### config.mk
export PLATFORM = sky130hd
export DESIGN_NAME = ex_mem_stage_reg
export DESIGN_NICKNAME = d
export VERILOG_FILES = /design/src/rtl/ex_mem_stage_reg.sv
export SDC_FILE = /design/constraint.sdc
export NUM_CORES = 1
export LEC_CHECK = 0
export ABC_AREA = 1
export CAP_MARGIN = 10
export CORE_MARGIN = 2
export CORE_UTILIZATION = 45
export DETAILED_ROUTE_END_ITERATION = 8
export GPL_ROUTABILITY_DRIVEN = 0
export HOLD_SLACK_MARGIN = 0.15
export PLACE_DENSITY = 0.86
export SLEW_MARGIN = 20
export SYNTH_ARGS = -nofsm -noshare
export SYNTH_HDL_FRONTEND = slang
export SYNTH_SLANG_ARGS = --single-unit
### constraint.sdc
create_clock -name clk -period 2.9 [get_ports clk]
set_input_delay 0.435 -clock clk [delete_from_list [all_inputs] [get_ports clk]]
set_output_delay 0.435 -clock clk [all_outputs]
set_load 0.01 [all_outputs]
### src/rtl/ex_mem_stage_reg.sv
// ---------------------------------------------------------------------------
// ex_mem_stage_reg
//
// Purpose:
//   EX->MEM pipeline register for the pipelined core. It carries the ALU
//   result, store data, data-memory address, writeback selects and next-PC
//   from the execute stage to the memory stage. It adds a valid bit, a stall
//   (hold) and a flush (bubble) control, and it forces the write enables to
//   zero on every bubble. Two saturating counters record stall cycles and
//   inserted bubbles for hazard-unit debug.
//
// Parameters:
//   DATA_W     width of ALU result, store data and next-PC fields
//   ADDR_W     width of the data-memory address field
//   SEL_W      width of the RF_D_SEL and RD_SEL fields
//   CNT_W      width of each performance counter
//   CLR_ON_BUB 1: data fields load 0 on a bubble; 0: data fields keep value
//
// Ports:
//   clk, rst            rising-edge clock, synchronous active-high reset
//   stall               hold every stage register this cycle
//   flush               insert a bubble this cycle (wins over stall)
//   cnt_clr             synchronous clear of both counters
//   EX_*                execute-stage inputs
//   MEM_*               registered memory-stage outputs (1-cycle latency)
//   stall_cnt           cycles spent stalled (saturating)
//   bubble_cnt          bubbles inserted (saturating)
// ---------------------------------------------------------------------------
module ex_mem_stage_reg #(
   parameter int unsigned DATA_W     = 32,
   parameter int unsigned ADDR_W     = 16,
   parameter int unsigned SEL_W      = 2,
   parameter int unsigned CNT_W      = 16,
   parameter bit          CLR_ON_BUB = 1'b0
) (
   input  logic              clk,
   input  logic              rst,
   input  logic              stall,
   input  logic              flush,
   input  logic              cnt_clr,
   input  logic              EX_VALID,
   input  logic              EX_DM_WE,
   input  logic              EX_RF_WE,
   input  logic [DATA_W-1:0] EX_ALU_RES,
   input  logic [DATA_W-1:0] EX_muxB,
   input  logic [ADDR_W-1:0] EX_DM_ADDR,
   input  logic [SEL_W-1:0]  EX_RF_D_SEL,
   input  logic [DATA_W-1:0] EX_NEXT_PC,
   input  logic [SEL_W-1:0]  EX_RD_SEL,
   output logic              MEM_VALID,
   output logic              MEM_DM_WE,
   output logic              MEM_RF_WE,
   output logic [DATA_W-1:0] MEM_ALU_RES,
   output logic [DATA_W-1:0] MEM_muxB,
   output logic [ADDR_W-1:0] MEM_DM_ADDR,
   output logic [SEL_W-1:0]  MEM_RF_D_SEL,
   output logic [DATA_W-1:0] MEM_NEXT_PC,
   output logic [SEL_W-1:0]  MEM_RD_SEL,
   output logic [CNT_W-1:0]  stall_cnt,
   output logic [CNT_W-1:0]  bubble_cnt
);

   localparam logic [CNT_W-1:0] CNT_MAX = '1;
   localparam logic [CNT_W-1:0] CNT_ONE = {{(CNT_W-1){1'b0}}, 1'b1};

   // Per-cycle action decode; priority is flush > stall > load.
   logic do_load;
   logic stall_evt;
   logic bubble_evt;
   logic clr_data;

   // NOTE: every signal driven in always_comb gets a default first so no
   // path leaves it unassigned, which would otherwise infer a latch.
   always_comb begin
      do_load    = 1'b0;
      stall_evt  = 1'b0;
      bubble_evt = 1'b0;
      clr_data   = 1'b0;
      if (flush) begin
         bubble_evt = 1'b1;
         clr_data   = CLR_ON_BUB;
      end else if (stall) begin
         stall_evt  = 1'b1;
      end else begin
         do_load    = 1'b1;
         // Loading an empty slot is also a bubble in the MEM stage.
         bubble_evt = ~EX_VALID;
         clr_data   = CLR_ON_BUB & ~EX_VALID;
      end
   end

   // Valid and write enables. The enables are qualified with the valid bit
   // on load and cleared on flush, so MEM_VALID=0 always implies both are 0.
   // NOTE: sequential state uses non-blocking assignments only, so every
   // register samples the pre-edge value of its inputs.
   always_ff @(posedge clk) begin
      if (rst) begin
         MEM_VALID <= 1'b0;
         MEM_DM_WE <= 1'b0;
         MEM_RF_WE <= 1'b0;
      end else if (flush) begin
         MEM_VALID <= 1'b0;
         MEM_DM_WE <= 1'b0;
         MEM_RF_WE <= 1'b0;
      end else if (do_load) begin
         MEM_VALID <= EX_VALID;
         MEM_DM_WE <= EX_DM_WE & EX_VALID;
         MEM_RF_WE <= EX_RF_WE & EX_VALID;
      end
   end

   // Data fields: hold on stall, and on flush unless CLR_ON_BUB clears them.
   // NOTE: these are plain registers, not a memory array, so they take the
   // synchronous reset like every other output register.
   always_ff @(posedge clk) begin
      if (rst || clr_data) begin
         MEM_ALU_RES  <= '0;
         MEM_muxB     <= '0;
         MEM_DM_ADDR  <= '0;
         MEM_RF_D_SEL <= '0;
         MEM_NEXT_PC  <= '0;
         MEM_RD_SEL   <= '0;
      end else if (do_load) begin
         MEM_ALU_RES  <= EX_ALU_RES;
         MEM_muxB     <= EX_muxB;
         MEM_DM_ADDR  <= EX_DM_ADDR;
         MEM_RF_D_SEL <= EX_RF_D_SEL;
         MEM_NEXT_PC  <= EX_NEXT_PC;
         MEM_RD_SEL   <= EX_RD_SEL;
      end
   end

   // Saturating performance counters; cnt_clr wins over an increment.
   always_ff @(posedge clk) begin
      if (rst || cnt_clr) begin
         stall_cnt  <= '0;
         bubble_cnt <= '0;
      end else begin
         if (stall_evt && (stall_cnt != CNT_MAX)) begin
            stall_cnt <= stall_cnt + CNT_ONE;
         end
         if (bubble_evt && (bubble_cnt != CNT_MAX)) begin
            bubble_cnt <= bubble_cnt + CNT_ONE;
         end
      end
   end

endmodule

### Word level (Yosys, flattened, before mapping)

Cells that the tools add are included.

* register bits: 151
* output and inout port bits: 151

* mux-type cells: 6
* reductions and logical operators: 4
* equality and inequality tests: 2
* add/sub/neg operators: 2
* bitwise operators: 3

Operators with widths (number)
* $add A16 B1 Y16 const B: 2
* $ne A16 B16 Y1 const B: 2
* $mux W1: 6
* $and A1 B1 Y1: 2
* $logic_and A1 B1 Y1: 2
* $reduce_or A2 Y1: 1
* $logic_or A1 B1 Y1: 1
* $not A1 Y1: 1

### Logic depth before layout (Yosys ltp)

Gate-level depths: netlist of run 1.

* depth in word-level cells: 4
* mapped depth: 9

### Worst setup path after synthesis of run 1

OpenSTA, ideal clock, no wires.

* path kind: register to register
* from: register bubble_cnt[0]
* to: register bubble_cnt[6]
* slack: 1.459 ns
* data arrival time: 1.326 ns
* buffers on the path: 1
* data required time: 2.785 ns
* cell stages (with the launch flop): 8
* setup time: 0.115 ns
* cell sequence: dfxtp_1 ha_1 nand2_1 nor2_2 nand4_2 buf_2 a21oi_1 nor2_1

* cells in the longest elaborated chain, start to end: 2

Ends and longest elaborated chain
* start: declaration: line 60 `output logic [CNT_W-1:0] bubble_cnt`
* start signal: assignment: line 143 `bubble_cnt <= bubble_cnt + CNT_ONE;`
* parallel branches: the longest is 2 deep, another holds $add A16 B1 Y16

Several ways; the timed one is not identified.
A chain may end at the register's enable or synchronous reset.

### Worst setup path after layout of run 1

* from: register stall_cnt[3]
* to: output stall_cnt[3]

RTL lines
* start: declaration: line 59 `output logic [CNT_W-1:0] stall_cnt,`
* start signal: assignment: line 140 `stall_cnt <= stall_cnt + CNT_ONE;`

No word-level cell between the ends.

==> results by group, run 1 <==
Status
  • Status: complete, no violations

Floorplan
  • Io pins: 275
  • Die Ht: 119 um
  • Die width: 119 um
  • Core Box Area: 0.0127 mm^2
  • Die area: 0.0141 mm^2
  • Initial core utilization: 46.6%
  • Row cnt: 41

Timing
  • Worst slew pin tran: 0.666 ns
  • Clock Skew: 0.0102 ns
  • RSZ-0062 raised after global routing: false
  • Final setup viols: 0
  • Hold Slack: 0.478 ns
  • Final Hold Fails: 0
  • Count of final max-slew check failures: 0
  • Fmax: 531 MHz
  • Fin crit period: 1.88 ns
  • Final period util: 65.0%
  • Final TNS setup: 0 ns
  • Relative slew slack: 55.6%

Pwr
  • P per Cell Area: 545 mW/mm^2
  • Static leakage: 3.68 nW
  • Maximum vdd ir drop: 0.552 mV

GRT
  • Largest net degree at the start of global routing: 118
  • First-pass GRT wire length: 30800 um
  • Total GRT Usage: 27.3%
  • Vias in the first global route: 6130
  • Initial antenna violation count: 0
  • Gr ovfl total: 0

Logic synthesis
  • Async S/R FF share, synth: 0%
  • Top cells by area, synth: dfxtp_1, nor2_1, o21ai_0, nand2_1, nand3_1
  • Synthesized area per cell: 7.21 um^2
  • Syn nets: 949
  • Count leader, synth: nor2_1
  • Share of the synthesized area in the top cell type: 51.0%
  • Sequential area share after synthesis: 51.0%
  • Leading area contributor after synthesis: dfxtp_1
  • Mapped Area: 0.00593 mm^2
  • Primary FF master, synth: dfxtp_1
  • Most instantiated cells after synthesis: nor2_1, dfxtp_1, o21ai_0, nand2_1, nand3_1
  • Mapped Cells: 823
  • EDFF count, synth: 0
  • Distinct cell type count of the synthesized netlist: 27
  • Ys Warns: 0
  • Seq cells post-synth: 151

Clock network
  • H-tree depth: 4
  • Reg clk slew, reported paths: 0.06 ns
  • CTS Hold Bufs: 0
  • CTS Sinks: 151
  • Clock tree buffer depth: 2
  • Clock Latency Late Sink: 0.42 ns
  • CTS tree: yes
  • Resize count post-CTS: 0
  • CTS root buffer: clkbuf_16
  • Total CTS buffers: 17
  • Post-CTS Repair Setup Buffers: 0

Placed design
  • Placed wire-length estimate: 13100 um
  • I/O Buffers: 274

Run
  • Maxcap violations: 0

Setup path
  • Buf/Inv on CP: 1
  • CP arrival: 1.45 ns
  • Worst Path Max Fanout: 6
  • CP max stage delay: 0.60 ns
  • Worst EP required: 2.47 ns
  • Crit-path slowest cell: clkdlybuf4s50_1
  • Worst setup SP type: flop
  • Critical path type: reg2out
  • Cells along the critical path: clkdlybuf4s50_1
  • Crit end category: output pin
  • Crit-path leading delay family: buffers and inverters

Finish
  • Core Util, Final: 73.5%
  • N_diodes: 0
  • Synth-to-layout area growth: 57.6%
  • Layout cells sized above 1: 5.50%
  • Final #Nets: 1204

Route
  • Initial drt markers: 529
  • Total number of vias: 6332
  • ANT nets after route: 0
  • Routed vias/inst: 5.01
  • Routed len/inst: 15.2 um
  • Detailed Routing Iterations Pass 1: 6
  • # DRC: 0
  • WL final: 19200 um

Min path
  • Hold/Removal Path Class: reg2reg
[registers in the layout, indices dropped and copies added, names as in the netlist]
name and cells:
MEM_ALU_RES 32, MEM_DM_ADDR 16, MEM_DM_WE 1, MEM_NEXT_PC 32
MEM_RD_SEL 2, MEM_RF_D_SEL 2, MEM_RF_WE 1, MEM_VALID 1
MEM_muxB 32, bubble_cnt 16, stall_cnt 16
[power by group]
part | total [W] | internal (W) | switching (W)
Clock | 0.00216 | 0.00129 | 0.000864
Combinational | 0.000694 | 0.000390 | 0.000304
Sequential | 0.00224 | 0.00219 | 0.0000583
Total | 0.00510 | 0.00387 | 0.00123
[per-layer routing]
metal / global-route usage [%] / share of wire, % / vias to the layer above
li1: - / - / 3147
met1: 29.6 / 37 / 2896
met2: 47.6 / 51 / 250
met3: 10.3 / 8.3 / 39
met5: 0 / 0 / -
met4: 11.8 / 3.0 / 0
[stage by stage]
stage / instances / total power [W] / worst slack [ns] / instance area [um^2]
floorplan: 823 / 0.00252 / 1.46 / 5930
global placement: 1231 / 0.00296 / 0.804 / 8760
detailed placement: 1231 / 0.00297 / 0.744 / 8760
CTS: 1263 / 0.00513 / 1.00 / 9350
global route: 1263 / 0.00529 / 0.843 / 9350
finish: 1263 / 0.00510 / 1.02 / 9350
[cell families after synthesis]
kind of cell    count (synthesis)  share of synthesized area (%)
flops                         151                           51.0
simple gates                  459                           31.4
buf+inv                        69                           5.17
fa+ha+maj                       2                          0.422
compound gates                142                           12.1
[path summary, 6_finish.rpt]
check	endpoint	cells past startpoint	from	slack, ns
hold / removal	MEM_DM_WE$_SDFFE_PP0P_	2	MEM_DM_WE$_SDFFE_PP0P_	0.48
setup reg to reg	bubble_cnt[7]$_SDFFE_PP0P_	8	bubble_cnt[0]$_SDFFE_PP0P_	1.02
hold reg to reg	MEM_DM_WE$_SDFFE_PP0P_	2	MEM_DM_WE$_SDFFE_PP0P_	0.48
setup / recovery	stall_cnt[3]	1	stall_cnt[3]$_SDFFE_PP0P_	1.02
[layout by cell type (no fill, tap or decap), types with 2 or more instances in the layout]
| master | instances |
|---|---|
| nor2_1 | 309 |
| clkdlybuf4s50_1 | 274 |
| dfxtp_1 | 151 |
| o21ai_0 | 116 |
| nand2_1 | 88 |
| nand3_1 | 33 |
| a21oi_1 | 23 |
| inv_1 | 20 |
| clkbuf_16 | 17 |
| nor2_2 | 8 |
| nand4_1 | 5 |
| clkbuf_8 | 5 |
| clkinv_2 | 4 |
| inv_2 | 4 |
| buf_4 | 4 |
| nor2_4 | 3 |
| nor3_1 | 3 |
| nand3b_1 | 3 |
| clkinvlp_4 | 3 |
| nand3_2 | 2 |
| ha_1 | 2 |
| clkinv_4 | 2 |
| buf_12 | 2 |
[area by class of cell]
type,count,area [um^2]
inverters,25,95.1
repair buffers,280,2810
clock inverters,10,93.8
fillers,988,3380
clock buffers,22,494
flip-flops and latches,151,3020
multi-input cells,603,2610
well taps,172,215
(Power assumes the default switching activity.)
==> run 2, diff against run 1 <==
--- a/config.mk
+++ b/config.mk
@@ -8,11 +8,11 @@
 export ABC_AREA = 1
 export CAP_MARGIN = 10
 export CORE_MARGIN = 2
-export CORE_UTILIZATION = 45
+export CORE_UTILIZATION = 37
 export DETAILED_ROUTE_END_ITERATION = 8
 export GPL_ROUTABILITY_DRIVEN = 0
 export HOLD_SLACK_MARGIN = 0.15
-export PLACE_DENSITY = 0.86
+export PLACE_DENSITY = 0.76
 export SLEW_MARGIN = 20
 export SYNTH_ARGS = -nofsm -noshare
 export SYNTH_HDL_FRONTEND = slang
==> constraint.sdc (replaced) <==
create_clock -name clk -period 1.7 [get_ports clk]
set_input_delay 0.255 -clock clk [delete_from_list [all_inputs] [get_ports clk]]
set_output_delay 0.255 -clock clk [all_outputs]
set_load 0.01 [all_outputs]
==> run 2 against run 1 <==
  * Combinational power grew 74%
  * First-iteration DRC count shrank 29%
  * Clock skew shrank 0.0031 ns
  * Utilization shrank 13 points
  * Clock-buffer cell count shrank 3
  * Power grew 71%
  * Largest power group unchanged
  * Non-clock buffer count grew 15
  * Sequential share of layout area shrank 0.70 points
  * Clock power grew 71%
  * Wire length shrank 3.5%
  * Die area grew 21%
==> results by group, run 2 (same netlist as run 1, synthesis figures left out) <==
Finish
  • Post-Layout Cell Count: 1320 (+4.5%)
  • Final #Nets: 1219 (+1.2%)
  • Core Util, Final: 60.9% (-13 points)
  • Fillers: 1463 (+48%)
  • Synth-to-layout area growth: 61.9%
  • N_diodes: 0 (unchanged)
  • Reg area: 0.00304 mm^2 (+0.54%)
  • Finished Cell Area: 0.00960 mm^2 (+2.8%)
  • Commonest cells after routing, fill and taps aside: nor2_1, clkdlybuf4s50_1, dfxtp_1
  • Footprint of the multi-input gates: 0.00262 mm^2 (+0.38%)
  • Layout cells sized above 1: 7.79% (+2.3 points)
  • Largest registers: MEM_ALU_RES (32), MEM_NEXT_PC (32), MEM_muxB (32)
  • Most common cell after layout, fill and taps aside: nor2_1

GRT
  • Largest net degree at the start of global routing: 120 (+1.7%)
  • Total GRT Usage: 21.4% (-5.9 points)
  • Vias in the first global route: 5842 (-4.7%)
  • Gr ovfl total: 0 (unchanged)
  • First-pass GRT wire length: 28900 um (-6.1%)
  • Initial antenna violation count: 0 (unchanged)

Timing
  • Clock Skew: 0.00715 ns (-0.00308 ns)
  • Final TNS setup: 0 ns (unchanged)
  • Worst slew pin tran: 0.484 ns (-0.182 ns)
  • Count of final max-slew check failures: 0 (unchanged)
  • Final Hold Fails: 0 (unchanged)
  • Fmax: 607 MHz
  • Final setup viols: 0 (unchanged)
  • Fin crit period: 1.65 ns
  • Final period util: 96.9%
  • Relative slew slack: 67.7% (+12 points)

Floorplan
  • Io pins: 275 (unchanged)
  • Core Box Area: 0.0158 mm^2 (+24%)
  • Initial core utilization: 37.6% (-9.0 points)
  • Die width: 131 um (+9.9%)
  • Die area: 0.0171 mm^2 (+21%)
  • Row cnt: 46 (+12%)
  • Die Ht: 131 um (+9.9%)

Setup path
  • Cells along the critical path: clkdlybuf4s50_1
  • Crit-path leading delay family: buffers and inverters
  • Crit end category: output pin
  • CP arrival: 1.39 ns (-0.06 ns)
  • Worst setup SP type: flop
  • Buf/Inv on CP: 1 (unchanged)
  • Worst EP required: 1.44 ns (-1.03 ns)
  • CP max stage delay: 0.58 ns (-0.02 ns)
  • Worst Path Max Fanout: 5 (-1)
  • Worst flop-to-flop path endpoint: bubble_cnt[15]$_SDFFE_PP0P_
  • Register-to-register setup slack: 0.14 ns (-0.88 ns)
  • Critical path type: reg2out
  • FF-to-FF path depth: 7 (-1)
  • Worst reg2reg path startpoint: bubble_cnt[0]$_SDFFE_PP0P_
  • Crit-path slowest cell: clkdlybuf4s50_1

Placed design
  • Cell Area, Placed: 0.00900 mm^2 (+2.8%)
  • I/O Buffers: 274 (unchanged)
  • Placed wire-length estimate: 12700 um (-3.0%)
  • Placed Cells: 1290 (+4.8%)

Clock network
  • Total CTS buffers: 17 (unchanged)
  • CTS tree: yes
  • Post-CTS Repair Setup Buffers: 0 (unchanged)
  • CTS Sinks: 151 (unchanged)
  • Clock tree buffer depth: 2 (unchanged)
  • CTS root buffer: clkbuf_16
  • CTS Hold Bufs: 0 (unchanged)
  • H-tree depth: 4 (unchanged)
  • Reg clk slew, reported paths: 0.06 ns (about the same)
  • Clock Latency Late Sink: 0.42 ns (about the same)

Min path
  • Hold Crit Depth: 3 (+1)
  • Hold Startpoint: EX_NEXT_PC[16]
  • Hold/Removal Path Class: in2reg
  • Hold Path End: MEM_NEXT_PC[16]$_SDFFE_PP0P_

Status
  • Status: complete, no violations

Route
  • Routed vias/inst: 4.74 (-5.4%)
  • WL final: 18600 um (-3.5%)
  • Routed len/inst: 14.1 um (-7.7%)
  • # DRC: 0 (unchanged)
  • Detailed Routing Iterations Pass 1: 4 (-2)
  • Total number of vias: 6259 (-1.2%)
  • ANT nets after route: 0 (unchanged)
  • Initial drt markers: 374 (-29%)

Run
  • Maxcap violations: 0 (unchanged)

Pwr
  • P per Cell Area: 909 mW/mm^2 (+67%)
  • Maximum vdd ir drop: 0.969 mV (+76%)
  • Static leakage: 3.88 nW (+5.4%)
[run 2: cell types whose count changed in the layout (fill, tap and decap cells not counted), sizes merged]
cell / previous run / this run
dlygate4sd2: 0 / 2
buf: 6 / 21
clkbuf: 22 / 19
inv: 25 / 27
clkinv: 6 / 4
clkdlybuf4s50: 274 / 267
bufinv: 1 / 2
dlymetal6s2s: 0 / 5
[run 2: area by class of cell]
class,count,share of cell area (%)
Sequential cell,151,31.6
Clock inverter,11,1.29
Timing Repair Buffer,295,31.3
Multi-Input combinational cell,603,27.3
Tap cell,216,2.81
Clock buffer,19,4.61
Inverter,25,0.990
[run 2: metal layers]
metal  vias to the layer above  GRT usage (%)  share of wire (%)
li1                       3163              -                  -
met5                         -              0                  0
met2                       216           36.0                 49
met4                         0           8.07                1.8
met1                      2852           24.9                 41
met3                        28           8.02                8.7
[run 2: report_power, final]
| part | total, W | switching (W) | internal [W] |
|---|---|---|---|
| clock | 0.00369 | 0.00151 | 0.00219 |
| combinational | 0.00121 | 0.000514 | 0.000698 |
| sequential | 0.00382 | 0.0000930 | 0.00373 |
| total | 0.00873 | 0.00211 | 0.00661 |
[run 2: worst max-delay path by stage]
stage | slack, ns | depth (start not counted) | startpoint | to
floorplan | 0.26 | 7 | bubble_cnt[0]$_SDFFE_PP0P_ | bubble_cnt[6]$_SDFFE_PP0P_
global placement | -0.02 | 8 | stall | bubble_cnt[6]$_SDFFE_PP0P_
detailed placement | -0.04 | 8 | stall | bubble_cnt[6]$_SDFFE_PP0P_
CTS | 0.005 | 1 | bubble_cnt[4]$_SDFFE_PP0P_ | bubble_cnt[4]
global route | -0.005 | 1 | stall_cnt[13]$_SDFFE_PP0P_ | stall_cnt[13]
finish | 0.05 | 1 | stall_cnt[5]$_SDFFE_PP0P_ | stall_cnt[5]
[run 2: worst reg2reg max path, delay by kind of cell, from the launching register on]
family | cells | cell delay, ns
flops | 1 | 0.37
simple gates | 4 | 0.53
buf+inv | 1 | 0.22
fa+ha+maj | 1 | 0.18
compound gates | 1 | 0.15
[run 2: timing repair]
action,CTS,global route
gates cloned,0,0
endpoints found under the setup margin,4,21
resized for setup,4,18
[run 2: stage by stage]
step | setup WS (ns) | hold slack (ns) | total power [W]
floorplan | 0.259 | 0.390 | 0.00430
global placement | -0.0189 | 0.463 | 0.00509
finish | 0.0521 | 0.414 | 0.00873
global route | -0.00505 | 0.407 | 0.00906
detailed placement | -0.0354 | 0.467 | 0.00510
CTS | 0.00470 | 0.396 | 0.00882
==> run 3, diff against run 2 <==
--- a/config.mk
+++ b/config.mk
@@ -12,7 +12,7 @@
 export DETAILED_ROUTE_END_ITERATION = 8
 export GPL_ROUTABILITY_DRIVEN = 0
 export HOLD_SLACK_MARGIN = 0.15
-export PLACE_DENSITY = 0.76
+export PLACE_DENSITY = 0.81
 export SLEW_MARGIN = 20
 export SYNTH_ARGS = -nofsm -noshare
 export SYNTH_HDL_FRONTEND = slang
==> run 3 against run 2 <==
  * Clock-buffer cell count rose by 1
  * Final cell count fell by 0.23%
  * Sequential cell count did not move
  * Critical endpoint is now stall_cnt[6]
==> results by group, run 3 (same netlist as run 1, synthesis figures left out) <==
GRT
  • Vias in the first global route: 5875 (+0.56%)
  • Largest net degree at the start of global routing: 64 (-47%)
  • Total GRT Usage: 21.1% (-0.35 points)
  • Initial antenna violation count: 0 (unchanged)
  • Gr ovfl total: 0 (unchanged)
  • First-pass GRT wire length: 28700 um (-0.64%)

Finish
  • Most common cell after layout, fill and taps aside: nor2_1
  • Core Util, Final: 60.8% (-0.095 points)
  • Post-Layout Cell Count: 1317 (-0.23%)
  • Layout cells sized above 1: 7.27% (-0.52 points)
  • Largest registers: MEM_ALU_RES (32), MEM_NEXT_PC (32), MEM_muxB (32)
  • Fillers: 1372 (-6.2%)
  • Synth-to-layout area growth: 61.7%
  • N_diodes: 0 (unchanged)
  • Final #Nets: 1214 (-0.41%)
  • Finished Cell Area: 0.00959 mm^2 (-0.16%)
  • Commonest cells after routing, fill and taps aside: nor2_1, clkdlybuf4s50_1, dfxtp_1

Floorplan
  • Die width: 131 um (unchanged)
  • Die area: 0.0171 mm^2 (unchanged)
  • Core Box Area: 0.0158 mm^2 (unchanged)
  • Io pins: 275 (unchanged)
  • Die Ht: 131 um (unchanged)
  • Row cnt: 46 (unchanged)
  • Initial core utilization: 37.6% (unchanged)

Route
  • ANT nets after route: 0 (unchanged)
  • Total number of vias: 6266 (+0.11%)
  • Routed len/inst: 13.7 um (-2.5%)
  • Detailed Routing Iterations Pass 1: 5 (+1)
  • Initial drt markers: 411 (+9.9%)
  • Routed vias/inst: 4.76 (+0.34%)
  • # DRC: 0 (unchanged)
  • WL final: 18100 um (-2.8%)

Placed design
  • Placed wire-length estimate: 12500 um (-2.1%)
  • Placed Cells: 1285 (-0.39%)
  • I/O Buffers: 274 (unchanged)
  • Cell Area, Placed: 0.00895 mm^2 (-0.56%)

Pwr
  • Tot Pwr: 0.00883 W (+1.2%)
  • Maximum vdd ir drop: 0.657 mV (-32%)
  • P per Cell Area: 921 mW/mm^2 (+1.3%)
  • Static leakage: 3.97 nW (+2.3%)

Timing
  • Fin crit period: 1.64 ns (-0.00677 ns)
  • Relative slew slack: 76.6% (+8.9 points)
  • Fmax: 609 MHz (+0.41%)
  • Final TNS setup: 0 ns (unchanged)
  • Final period util: 96.5% (-0.40 points)
  • RSZ-0062 raised after global routing: false
  • Count of final max-slew check failures: 0 (unchanged)
  • Final setup viols: 0 (unchanged)
  • Final Hold Fails: 0 (unchanged)
  • Worst slew pin tran: 0.348 ns (-0.137 ns)
  • Clock Skew: 0.00911 ns (+0.00195 ns)

Setup path
  • Crit-path leading delay family: buffers and inverters
  • Crit end category: output pin
  • Worst EP required: 1.44 ns (about the same)
  • Worst setup SP type: flop
  • CP arrival: 1.39 ns (about the same)
  • Cells along the critical path: clkdlybuf4s50_1
  • Worst Path Max Fanout: 5 (unchanged)
  • Buf/Inv on CP: 1 (unchanged)
  • Critical path type: reg2out
  • CP max stage delay: 0.58 ns (about the same)
  • Crit-path slowest cell: clkdlybuf4s50_1

Clock network
  • Resize count post-CTS: 2 (-2)
  • CTS Sinks: 151 (unchanged)
  • Clock Latency Late Sink: 0.41 ns (about the same)
  • CTS Hold Bufs: 0 (unchanged)
  • CTS root buffer: clkbuf_16
  • Total CTS buffers: 17 (unchanged)
  • H-tree depth: 4 (unchanged)
  • Post-CTS Repair Setup Buffers: 0 (unchanged)
  • Clock tree buffer depth: 2 (unchanged)
  • CTS tree: yes
  • Reg clk slew, reported paths: 0.07 ns (about the same)

Status
  • Status: complete, no violations

Run
  • Maxcap violations: 0 (unchanged)

Min path
  • Hold/Removal Path Class: in2reg
## run 3: through the flow
step / hold WS, ns / setup slack [ns]
3_5_place_dp: 0.461 / -0.0266
4_1_cts: 0.392 / 0.00932
2_1_floorplan: 0.390 / 0.259
5_1_grt: 0.409 / 0.000993
6_report: 0.412 / 0.0589
3_3_place_gp: 0.456 / 0.0183
## run 3: cell type report
| cell class | count | area, um^2 | area share [%] |
|---|---|---|---|
| flip-flops and latches | 151 | 3040 | 31.7 |
| repair buffers | 290 | 2980 | 31.0 |
| clock buffers | 20 | 457 | 4.76 |
| inverters | 25 | 95.1 | 0.992 |
| multi-input cells | 603 | 2610 | 27.2 |
| well taps | 216 | 270 | 2.82 |
| clock inverters | 12 | 141 | 1.47 |
## run 3: final timing paths
kind	slack (ns)	cells after the start	to	start
worst min register to register	0.47	2	MEM_RF_WE$_SDFFE_PP0P_	MEM_RF_WE$_SDFFE_PP0P_
worst max-delay path	0.06	1	stall_cnt[6]	stall_cnt[6]$_SDFFE_PP0P_
worst max register to register	0.18	9	bubble_cnt[7]$_SDFFE_PP0P_	bubble_cnt[0]$_SDFFE_PP0P_
worst min-delay path	0.41	3	MEM_muxB[13]$_SDFFE_PP0P_	EX_muxB[13]
## run 3: worst reg2reg max path, delay by kind of cell, from the launching register on
family	cells	cell delay, ns
buf+inv	1	0.19
fa+ha+maj	1	0.19
simple gates	7	0.63
flops	1	0.39
## run 3: where the power goes
part | leakage (nW) | internal (W) | switching, W
Combinational | 2.43 | 0.000694 | 0.000513
Sequential | 1.25 | 0.00373 | 0.0000922
Clock | 0.288 | 0.00226 | 0.00154
Total | 3.97 | 0.00668 | 0.00215
## run 3: layer usage
layer	share of wire (%)	vias up	track usage, %
li1	-	3164	-
met2	49	228	34.8
met5	0	-	0
met4	2.2	0	7.95
met1	41	2845	25.0
met3	8.1	29	7.90
